**src/rtl/leb128_stream_decoder_if.sv**
```systemverilog
// Byte-in / word-out handshake bundle for the LEB128 stream decoder.
// The master modport is the surrounding system: byte producer plus result consumer.
// The slave modport is the decoder itself.
interface leb128_stream_decoder_if #(
   parameter int N = 64
);
   localparam int MB = N / 7 + 1;
   localparam int LW = $clog2(MB + 1);

   logic          signed_mode;
   logic          s_valid;
   logic          s_ready;
   logic [7:0]    s_data;
   logic          m_valid;
   logic          m_ready;
   logic [N-1:0]  m_data;
   logic [LW-1:0] m_len;
   logic          m_err;

   modport master (
      output signed_mode, s_valid, s_data, m_ready,
      input  s_ready, m_valid, m_data, m_len, m_err
   );

   modport slave (
      input  signed_mode, s_valid, s_data, m_ready,
      output s_ready, m_valid, m_data, m_len, m_err
   );
endinterface

```
**src/rtl/leb128_stream_decoder.sv**
```systemverilog
// Byte-serial ULEB128/SLEB128 decoder; one decoded N-bit word per frame with length and error flag.
// Latency: result valid one cycle after the terminating byte is accepted.
// Backpressure: s_ready drops while a result is held un-accepted; SKIP always accepts.
module leb128_stream_decoder #(
   parameter int N = 64
) (
   input logic                    clk,
   input logic                    rst_n,
   leb128_stream_decoder_if.slave bus
);
   localparam int MB = N / 7 + 1;
   localparam int LW = $clog2(MB + 1);
   // Wide enough to hold every payload bit of a maximal frame, so the
   // out-of-range bits of the last byte can be inspected before truncation.
   localparam int W  = 7 * MB;

   typedef enum logic {RUN, SKIP} state_t;

   state_t        state;
   logic [LW-1:0] cnt;
   logic [N-1:0]  acc;
   logic          mode_q;
   logic          m_valid_q;
   logic [N-1:0]  m_data_q;
   logic [LW-1:0] m_len_q;
   logic          m_err_q;

   logic          s_ready;
   logic          accept;
   logic          glue;
   logic          last;
   logic          mode_cur;
   int            shamt;
   logic [W-1:0]  wide;
   logic [N-1:0]  ext;
   logic [N-1:0]  value;
   logic [W-N-1:0] hi;
   logic          range_bad;

   // RUN only stalls when a finished result is still waiting; SKIP never stalls.
   assign s_ready = (state == SKIP) || !m_valid_q || bus.m_ready;
   assign accept  = bus.s_valid && s_ready;

   assign bus.s_ready = s_ready;
   assign bus.m_valid = m_valid_q;
   assign bus.m_data  = m_data_q;
   assign bus.m_len   = m_len_q;
   assign bus.m_err   = m_err_q;

   // Merge the incoming payload into the accumulator and derive the frame-end value and error.
   always_comb begin
      shamt     = 7 * int'(cnt);
      glue      = bus.s_data[7];
      last      = (cnt == LW'(MB - 1));
      // Mode comes straight from the pin on the first byte, from the latch afterwards.
      mode_cur  = (cnt == '0) ? bus.signed_mode : mode_q;
      wide      = W'(acc) | (W'(bus.s_data[6:0]) << shamt);
      // Bits above the last payload chunk; a shift past N leaves nothing to extend.
      ext       = {N{1'b1}} << (shamt + 7);
      value     = wide[N-1:0];
      if (mode_cur && bus.s_data[6]) begin
         value = value | ext;
      end
      hi        = wide[W-1:N];
      range_bad = 1'b0;
      if (last) begin
         if (mode_cur) begin
            range_bad = (hi != {(W-N){value[N-1]}});
         end else begin
            range_bad = (hi != '0);
         end
      end
   end

   // Frame FSM, accumulator and registered result.
   always_ff @(posedge clk or negedge rst_n) begin
      if (!rst_n) begin
         state     <= RUN;
         cnt       <= '0;
         acc       <= '0;
         mode_q    <= 1'b0;
         m_valid_q <= 1'b0;
         m_data_q  <= '0;
         m_len_q   <= '0;
         m_err_q   <= 1'b0;
      end else begin
         if (m_valid_q && bus.m_ready) begin
            m_valid_q <= 1'b0;
         end
         if (accept) begin
            case (state)
               RUN: begin
                  if (cnt == '0) begin
                     mode_q <= bus.signed_mode;
                  end
                  if (!glue || last) begin
                     // Terminating byte: load result (overrides the consume above).
                     m_valid_q <= 1'b1;
                     m_data_q  <= value;
                     m_len_q   <= cnt + LW'(1);
                     m_err_q   <= (glue && last) || range_bad;
                     cnt       <= '0;
                     acc       <= '0;
                     // Over-long frame: drop the rest of it up to the next glue=0 byte.
                     state     <= (glue && last) ? SKIP : RUN;
                  end else begin
                     acc <= wide[N-1:0];
                     cnt <= cnt + LW'(1);
                  end
               end
               SKIP: begin
                  if (!glue) begin
                     state <= RUN;
                  end
               end
               default: state <= RUN;
            endcase
         end
      end
   end
endmodule

```
**src/flat_wrapper.sv**
```systemverilog
// flat-port wrapper written by rule: the top's interface ports become plain ports
module leb128_stream_decoder_flat 
#(
   parameter int N = 64
)
  (clk, rst_n, bus_signed_mode, bus_s_valid, bus_s_data, bus_m_ready, bus_s_ready, bus_m_valid, bus_m_data, bus_m_len, bus_m_err);
  leb128_stream_decoder_if #(.N(N)) bus_i ();
  input logic clk;
  input logic rst_n;
  input wire logic [$bits(bus_i.signed_mode)-1:0] bus_signed_mode;
  input wire logic [$bits(bus_i.s_valid)-1:0] bus_s_valid;
  input wire logic [$bits(bus_i.s_data)-1:0] bus_s_data;
  input wire logic [$bits(bus_i.m_ready)-1:0] bus_m_ready;
  output wire logic [$bits(bus_i.s_ready)-1:0] bus_s_ready;
  output wire logic [$bits(bus_i.m_valid)-1:0] bus_m_valid;
  output wire logic [$bits(bus_i.m_data)-1:0] bus_m_data;
  output wire logic [$bits(bus_i.m_len)-1:0] bus_m_len;
  output wire logic [$bits(bus_i.m_err)-1:0] bus_m_err;
  assign bus_i.signed_mode = bus_signed_mode;
  assign bus_i.s_valid = bus_s_valid;
  assign bus_i.s_data = bus_s_data;
  assign bus_i.m_ready = bus_m_ready;
  assign bus_s_ready = bus_i.s_ready;
  assign bus_m_valid = bus_i.m_valid;
  assign bus_m_data = bus_i.m_data;
  assign bus_m_len = bus_i.m_len;
  assign bus_m_err = bus_i.m_err;
  leb128_stream_decoder #(.N(N)) u_core (.clk(clk), .rst_n(rst_n), .bus(bus_i));
endmodule
```
**config.mk**
```make
export PLATFORM = sky130hd
export DESIGN_NAME = leb128_stream_decoder_flat
export DESIGN_NICKNAME = d
export VERILOG_FILES = /design/src/rtl/leb128_stream_decoder_if.sv /design/src/rtl/leb128_stream_decoder.sv /design/src/flat_wrapper.sv
export SDC_FILE = /design/constraint.sdc
export NUM_CORES = 1
export LEC_CHECK = 0
export CORE_MARGIN = 2
export CORE_UTILIZATION = 50
export CTS_CLUSTER_SIZE = 30
export DETAILED_ROUTE_END_ITERATION = 8
export PLACE_DENSITY = 0.83
export SETUP_SLACK_MARGIN = 0.05
export SLEW_MARGIN = 20
export SYNTH_ARGS = -nofsm -noshare
export SYNTH_HDL_FRONTEND = slang
export SYNTH_SLANG_ARGS = --single-unit
```
**constraint.sdc**
```tcl
create_clock -name clk -period 8.4 [get_ports clk]
set_clock_uncertainty 0.15 [all_clocks]
set_input_delay 2.1 -clock clk [delete_from_list [all_inputs] [get_ports clk]]
set_output_delay 2.1 -clock clk [all_outputs]
set_load 0.05 [all_outputs]
```
Word-level counts from Yosys, hierarchy flattened --
Cells that the tools add are included.
Storage, ports and cells: register bits after elaboration 140
Cells by class: equality and inequality tests 2, mux-type cells 14, add/subtract/negate cells 2, multiply operators 1, shift-type cells 2, bitwise operators 3, reductions and logical operators 14
Operators by type and width (count):
- 64-bit two-way mux | 2
- 64-bit by 70-bit bitwise OR with 70-bit output | 1
- 7-bit by 32-bit left shift with 70-bit output | 1
- 64-bit bitwise OR | 1
- 64-bit by 32-bit left shift with 64-bit output, first input constant | 1
- 32-bit by 4-bit adder with 32-bit output, second input constant | 1
- 1-bit two-way mux | 10
- 3-bit by 4-bit multiplier with 7-bit output, first input constant | 1
- 6-bit inequality test | 1
- 6-bit nonzero test | 1
- 4-bit by 1-bit adder with 4-bit output, second input constant | 1
- 4-bit == test, second input constant | 1
- 1-bit logical AND | 4
- 4-bit zero test | 1
- 1-bit logical OR | 4
- 4-bit two-way mux | 1
- 3-bit AND reduction | 1
- 1-bit zero test | 2
- 1-bit case mux with 2 select lines | 1
- 2-bit AND reduction | 1
- 1-bit NOT | 1

Depth between registers and ports, before layout --
Gate-level depths: netlist (run 1).
depth in word-level cells 9, mapped depth 12

Least setup slack after synthesis (run 1) --
OpenSTA, ideal clock, no wires.
kind input to output, from input bus_m_ready, to output bus_s_ready, data required time 6.150 ns, stages on the path 2, setup slack 3.451 ns, data arrival time 2.699 ns, cells stage by stage nand2b_1 > or2_2
On the way: word-level cells in the longest chain between the ends 1
Ends and longest elaborated chain:
- start: declaration | line flat_wrapper.sv:13 | input wire logic [$bits(bus_i.m_ready)-1:0] bus_m_ready;
- 1-bit logical OR | line leb128_stream_decoder.sv:41 | assign s_ready = (state == SKIP) || !m_valid_q || bus.m_ready;
- end: declaration | line flat_wrapper.sv:14 | output wire logic [$bits(bus_i.s_ready)-1:0] bus_s_ready;
Every way passes these cells.

Worst setup path after layout (run 1) --
Same ends and word-level chain as after synthesis.

==> flow_summary_export.csv, run 1 <==
group,metric,value,unit
flow_run,drv_cap,0,
logic_synthesis,ys_top_cells_by_count,"dfrtp_1, a21oi_1, nor2_1, nand2_1, clkbuf_1",
logic_synthesis,syn_inst,741,
die,rows,43,
critical_path,worstPathArrival,3.71,ns
layout,antenna_cells,0,
sta,fmax,0.168,GHz
clock_network,cts_tree,"yes",
grt,grt-busiest-layer,"met2",
placed_design,gp_congestion,0.943,
detailed_routing,vias,6282,
logic_synthesis,yosysUniqueCellTypes,55,
critical_path,end_kind,"output port",
layout,stdcell_count,984,
power_and_ir_drop,seq_power_share,0.300,
outcome,run_status,"complete, no violations",
detailed_routing,vias_per_cell,6.38,
logic_synthesis,synth.most_common_cell,"dfrtp_1",
grt,use_met2,0.430,
power_and_ir_drop,power.leakage,3.61,nW
clock_network,cts_num_sinks,140,
clock_network,htreeDepth,4,
logic_synthesis,yosysSeqAreaShare,0.503,
logic_synthesis,synth_area_leaders,"dfrtp_1, a21oi_1, nor2_1, o21ai_0, nand2_1",
sta,max_slew_margin,0.213,
critical_path,path_max_fanout,5,
grt,use_met3,0.0758,
sta,finalCriticalPeriod,5.96,ns
die,start_util,0.506,
grt,gr-usage-met1,0.419,
clock_network,ctsResizeCount,0,
logic_synthesis,ys.flop_type,"dfrtp_1",
sta,setup_ws,2.44,ns
detailed_routing,detail_route.wl_per_cell,21.1,um
power_and_ir_drop,p_comb_frac,0.443,
power_and_ir_drop,p_clk_frac,0.257,
sta,setup_tns,0,ns
layout,final_nets,818,
critical_path,timing.critical_path.mode_cell,"clkdlybuf4s50_1",
grt,grt_max_degree,92,
sta,rsz0062_at_grt,"no",
clock_network,clk_latency,0.43,ns
grt,grt.total_usage,0.296,
die,coreArea,13800,um2
critical_path,worstPathCellList,"clkdlybuf4s50_1 -> nand2b_1 -> or2_2 -> clkdlybuf4s50_1",
power_and_ir_drop,power_switching,1.34,mW
power_and_ir_drop,p_sw_frac,0.437,
placed_design,port_buffers,83,
layout,fillers,1160,
sta,slew_violations,0,
clock_network,holdBufCountCts,0,
critical_path,cp.required,6.15,ns
sta,tightest_slew,1.17,ns
layout,layout-drive-gt1-share,0.0734,
die,ios,84,
grt,grt_pass1_wl,33200,um
critical_path,crit_path_max_incr_delay,0.70,ns
critical_path,cp-start-kind,"input port",
logic_synthesis,ys_ff_latch,140,
critical_path,slowest_stage,"clkdlybuf4s50_1",
power_and_ir_drop,p_int,1.73,mW
placed_design,dp_cells,952,
clock_network,clk_pin_slew_worst_paths,0.06,ns
sta,hold_viol,0,
grt,gr-total-overflow,0,
logic_synthesis,syn_nets,768,
power_and_ir_drop,ir_drop,0.247,mV
power_and_ir_drop,total_power,3.08,mW
placed_design,hpwl,13300,um
layout,area_delta_synth_final,21.7,%
logic_synthesis,syn_area,6970,um2
clock_network,root_buffer,"clkbuf_16",
detailed_routing,drt_iter0_drc,818,
layout,multiInputGateArea,3210,um2
critical_path,worstSetupPathType,"in2out",
logic_synthesis,async_reset_ff_frac,1.00,
power_and_ir_drop,p_per_area,363,nW/um2
clock_network,numCtsBuffers,17,
die,fp.dieH,122,um
min_path,hp-class,"reg2reg",
logic_synthesis,yosys_warnings,0,
die,die_w,122,um
layout,seqCellArea,3500,um2
logic_synthesis,synth_top_area_cell,"dfrtp_1",
clock_network,post_cts_buffers,0,
detailed_routing,firstDrtPassIters,5,
clock_network,clock_path_buffers,2,
logic_synthesis,syn_avg_cell_area,9.41,um2
placed_design,pre_cts_slack,2.44,ns
detailed_routing,drc,0,
logic_synthesis,synth_edf_count,0,
sta,finalSetupViolCount,0,
detailed_routing,postRouteAntennaNets,0,
detailed_routing,wl,20800,um
sta,post-route-period-util,0.710,
grt,grt_antenna_before_repair,0,
grt,grt_pass1_vias,6016,
die,dieArea,14900,um2
logic_synthesis,synth_top_area_frac,0.503,
## path summary, 6_finish.rpt
path / start / to / slack, ns / cells past startpoint
max: bus_m_ready / bus_s_ready / 2.44 / 4
min: u_core.bus.m_data[45] / u_core.bus.m_data[45] / 0.33 / 2
max reg2reg: u_core.cnt[1] / u_core.bus.m_data[41] / 3.73 / 8
min reg2reg: u_core.bus.m_data[45] / u_core.bus.m_data[45] / 0.33 / 2
max in group asynchronous: rst_n / u_core.bus.m_data[30] / 5.36 / 2
min in group asynchronous: rst_n / u_core.acc[43] / 1.60 / 1
## state kept, by name, summed over array words and instances, names as in the netlist
name and cells:
u_core.bus.m_data 64, u_core.bus.m_valid 1, u_core.state 1, u_core.mode_q 1, u_core.cnt 4, u_core.bus.m_err 1, u_core.bus.m_len 4, u_core.acc 64
## power groups by stage
stage | combinational [mW] | sequential, mW | clock [mW]
final | 1.36 | 0.922 | 0.792
after global routing | 1.45 | 0.936 | 0.823
after CTS | 1.35 | 0.922 | 0.792
after detailed placement | 1.34 | 0.930 | 0
after global placement | 1.33 | 0.927 | 0
after floorplan | 0.512 | 1.31 | 0
## metrics by stage
step                       util  hold slack (ns)  instance area [um2]
after global routing      0.616            0.358                 8480
after floorplan               -            0.313                 6970
final                     0.616            0.326                 8480
after CTS                 0.616            0.335                 8480
after detailed placement  0.570            0.321                 7860
after global placement    0.570            0.311                 7860
## worst max-delay path, delay by kind of cell
kind | cells | cell delay (ns)
buffers and inverters | 2 | 1.11
and+or+nand+nor | 2 | 0.50
## routing by layer
layer / share of wire / wire length (um)
met4: 0.035 / 729
met5: 0 / 0
met2: 0.44 / 9240
met3: 0.11 / 2220
met1: 0.41 / 8610
## logic make-up after synthesis
kind of cell    synth area share
buf+inv                   0.0404
xor+xnor                  0.0160
mux                      0.00610
simple gates               0.147
fa+ha+maj                 0.0294
flops                      0.503
compound gates             0.259
## area by class of cell
cell class | instances | share of cell area
clock buffers | 23 | 0.0575
clock inverters | 9 | 0.0158
inverters | 5 | 0.00221
multi-input cells | 534 | 0.378
flip-flops and latches | 140 | 0.413
well taps | 180 | 0.0265
repair buffers | 93 | 0.107
## cells in the final DEF (no fill, tap or decap), types with 5 or more instances in the layout
cell	count
and3_1	6
nand2_1	50
a21o_1	5
nand3_1	8
o21a_1	24
a21oi_1	106
and2_0	5
o2111ai_1	13
and2_1	7
nor3_1	20
buf_4	10
o21ai_0	47
o22a_1	5
o311a_1	12
clkbuf_16	17
ha_1	10
nor2_1	102
o21ai_1	8
dfrtp_1	140
inv_1	5
o31ai_1	10
nand2b_1	5
a211oi_1	9
a31oi_1	19
clkdlybuf4s50_1	82
xnor2_1	6
o41ai_1	7
Note: power is estimated with default switching activity, not from simulation.
==> run 2: changes to the inputs <==
PLACE_DENSITY = 0.86   (was 0.83)
clock period = 4.9 ns   (was 8.4 ns; I/O delays follow)
==> run 2 against run 1 <==
  * Non-clock buffer count up 12
  * Clock power increased by 55%
  * Global-route usage down 0.62 points
  * Critical endpoint unchanged
  * Core utilization increased by 0.27 points
  * Clock-buffer cell count down 2
  * Power increased by 68%
==> flow_summary_export.csv, run 2 (synthesis gave the netlist of run 1 again) <==
group,metric,value,unit
outcome,run_status,"complete, no violations",
detailed_routing,postRouteAntennaNets,0,
clock_network,ctsResizeCount,0,
power_and_ir_drop,ir_drop,0.417,mV
layout,layout-drive-gt1-share,0.0859,
grt,gr-total-overflow,0,
clock_network,clk_latency,0.43,ns
grt,grt_pass1_wl,32600,um
critical_path,cp.required,3.52,ns
sta,max_slew_margin,0.193,
layout,fillers,1159,
grt,grt.total_usage,0.290,
clock_network,numCtsBuffers,17,
layout,final_cell_mix,"dfrtp_1, a21oi_1, nor2_1",
critical_path,worstSetupPathType,"in2out",
clock_network,htreeDepth,4,
die,dieArea,14900,um2
clock_network,cts_tree,"yes",
grt,grt_antenna_before_repair,0,
clock_network,root_buffer,"clkbuf_16",
critical_path,r2r-start,"u_core.cnt[2]",
clock_network,cts_num_sinks,140,
sta,finalSetupViolCount,0,
die,start_util,0.506,
die,fp.dieH,122,um
layout,final_common_cell,"dfrtp_1",
die,rows,43,
clock_network,holdBufCountCts,0,
detailed_routing,wl,20500,um
sta,hold_slack,0.333,ns
grt,use_met3,0.0843,
detailed_routing,detail_route.wl_per_cell,20.6,um
placed_design,port_buffers,83,
grt,use_met2,0.420,
sta,fmax,0.239,GHz
sta,slew_violations,0,
placed_design,gp_congestion,0.977,
critical_path,end_kind,"output port",
critical_path,cp-start-kind,"input port",
placed_design,hpwl,13600,um
detailed_routing,firstDrtPassIters,6,
sta,setup_tns,0,ns
grt,gr-usage-met1,0.405,
clock_network,clock_path_buffers,2,
detailed_routing,vias,6337,
detailed_routing,drc,0,
detailed_routing,vias_per_cell,6.36,
grt,grt_pass1_vias,5998,
sta,hold_viol,0,
die,die_w,122,um
grt,grt_max_degree,88,
die,ios,84,
detailed_routing,drt_iter0_drc,750,
clock_network,post_cts_buffers,0,
flow_run,drv_cap,0,
min_path,holdCritStartpoint,"u_core.bus.m_len[3]",
critical_path,path_max_fanout,5,
sta,post-route-period-util,0.856,
critical_path,crit_start,"bus_m_ready",
sta,rsz0062_at_grt,"no",
sta,finalCriticalPeriod,4.19,ns
clock_network,clk_pin_slew_worst_paths,0.05,ns
sta,tightest_slew,1.20,ns
layout,area_delta_synth_final,22.3,%
critical_path,worstPathArrival,2.82,ns
die,coreArea,13800,um2
grt,grt-busiest-layer,"met2",
layout,final_nets,830,
power_and_ir_drop,power.leakage,3.63,nW
min_path,hp-class,"reg2reg",
power_and_ir_drop,p_per_area,607,nW/um2
run 2: routing by layer:
layer / up-vias / wire length, um / part of all wire
li1: 2815 / - / -
met1: 3074 / 8560 / 0.42
met2: 384 / 9210 / 0.45
met3: 64 / 2060 / 0.10
met4: 0 / 689 / 0.034
met5: - / 0 / 0
run 2: where the power goes:
group	internal, mW	leakage [nW]	total [mW]	switching, mW
clock	0.732	0.267	1.23	0.495
sequential	1.40	1.80	1.57	0.163
combinational	0.739	1.56	2.38	1.64
total	2.88	3.63	5.17	2.30
run 2: path summary, 6_finish.rpt:
check                                   endpoint  slack, ns  cells after the start
max reg2reg                 u_core.bus.m_data[3]       0.75                      8
min in group asynchronous  u_core.bus.m_data[44]       0.69                      1
max in group asynchronous         u_core.acc[59]       2.99                      2
min reg2reg                  u_core.bus.m_len[3]       0.33                      2
min                          u_core.bus.m_len[3]       0.33                      2
max                                  bus_s_ready       0.71                      4
run 2: worst max-delay path, cell delays in order:
cell,delay [ns]
clkdlybuf4s50_1,0.39
nand2b_1,0.19
or2_2,0.30
clkdlybuf4s50_1,0.70
run 2: per-stage QoR:
stage / worst slack (ns) / power, mW / instances / cell area, um2 / utilization
2_1_floorplan: 1.39 / 3.13 / 741 / 6970 / -
3_3_place_gp: 0.720 / 3.89 / 964 / 7950 / 0.577
3_5_place_dp: 0.713 / 3.91 / 964 / 7950 / 0.577
4_1_cts: 0.709 / 5.15 / 995 / 8510 / 0.618
5_1_grt: 0.569 / 5.40 / 995 / 8520 / 0.618
6_report: 0.708 / 5.17 / 996 / 8520 / 0.619
run 2: area by class of cell:
type / count / area [um2] / area share
diodes: 1 / 2.50 / 0.000294
clock buffers: 21 / 470 / 0.0552
clock inverters: 10 / 92.6 / 0.0109
inverters: 5 / 18.8 / 0.00220
multi-input cells: 534 / 3210 / 0.377
flip-flops and latches: 140 / 3500 / 0.411
well taps: 180 / 225 / 0.0264
repair buffers: 105 / 997 / 0.117
==> run 3: changes to the inputs <==
SKIP_CTS_REPAIR_TIMING = 1   (was not set)
==> results of run 3 <==
Final layout, timing and power as in run 2 (identical DEF).
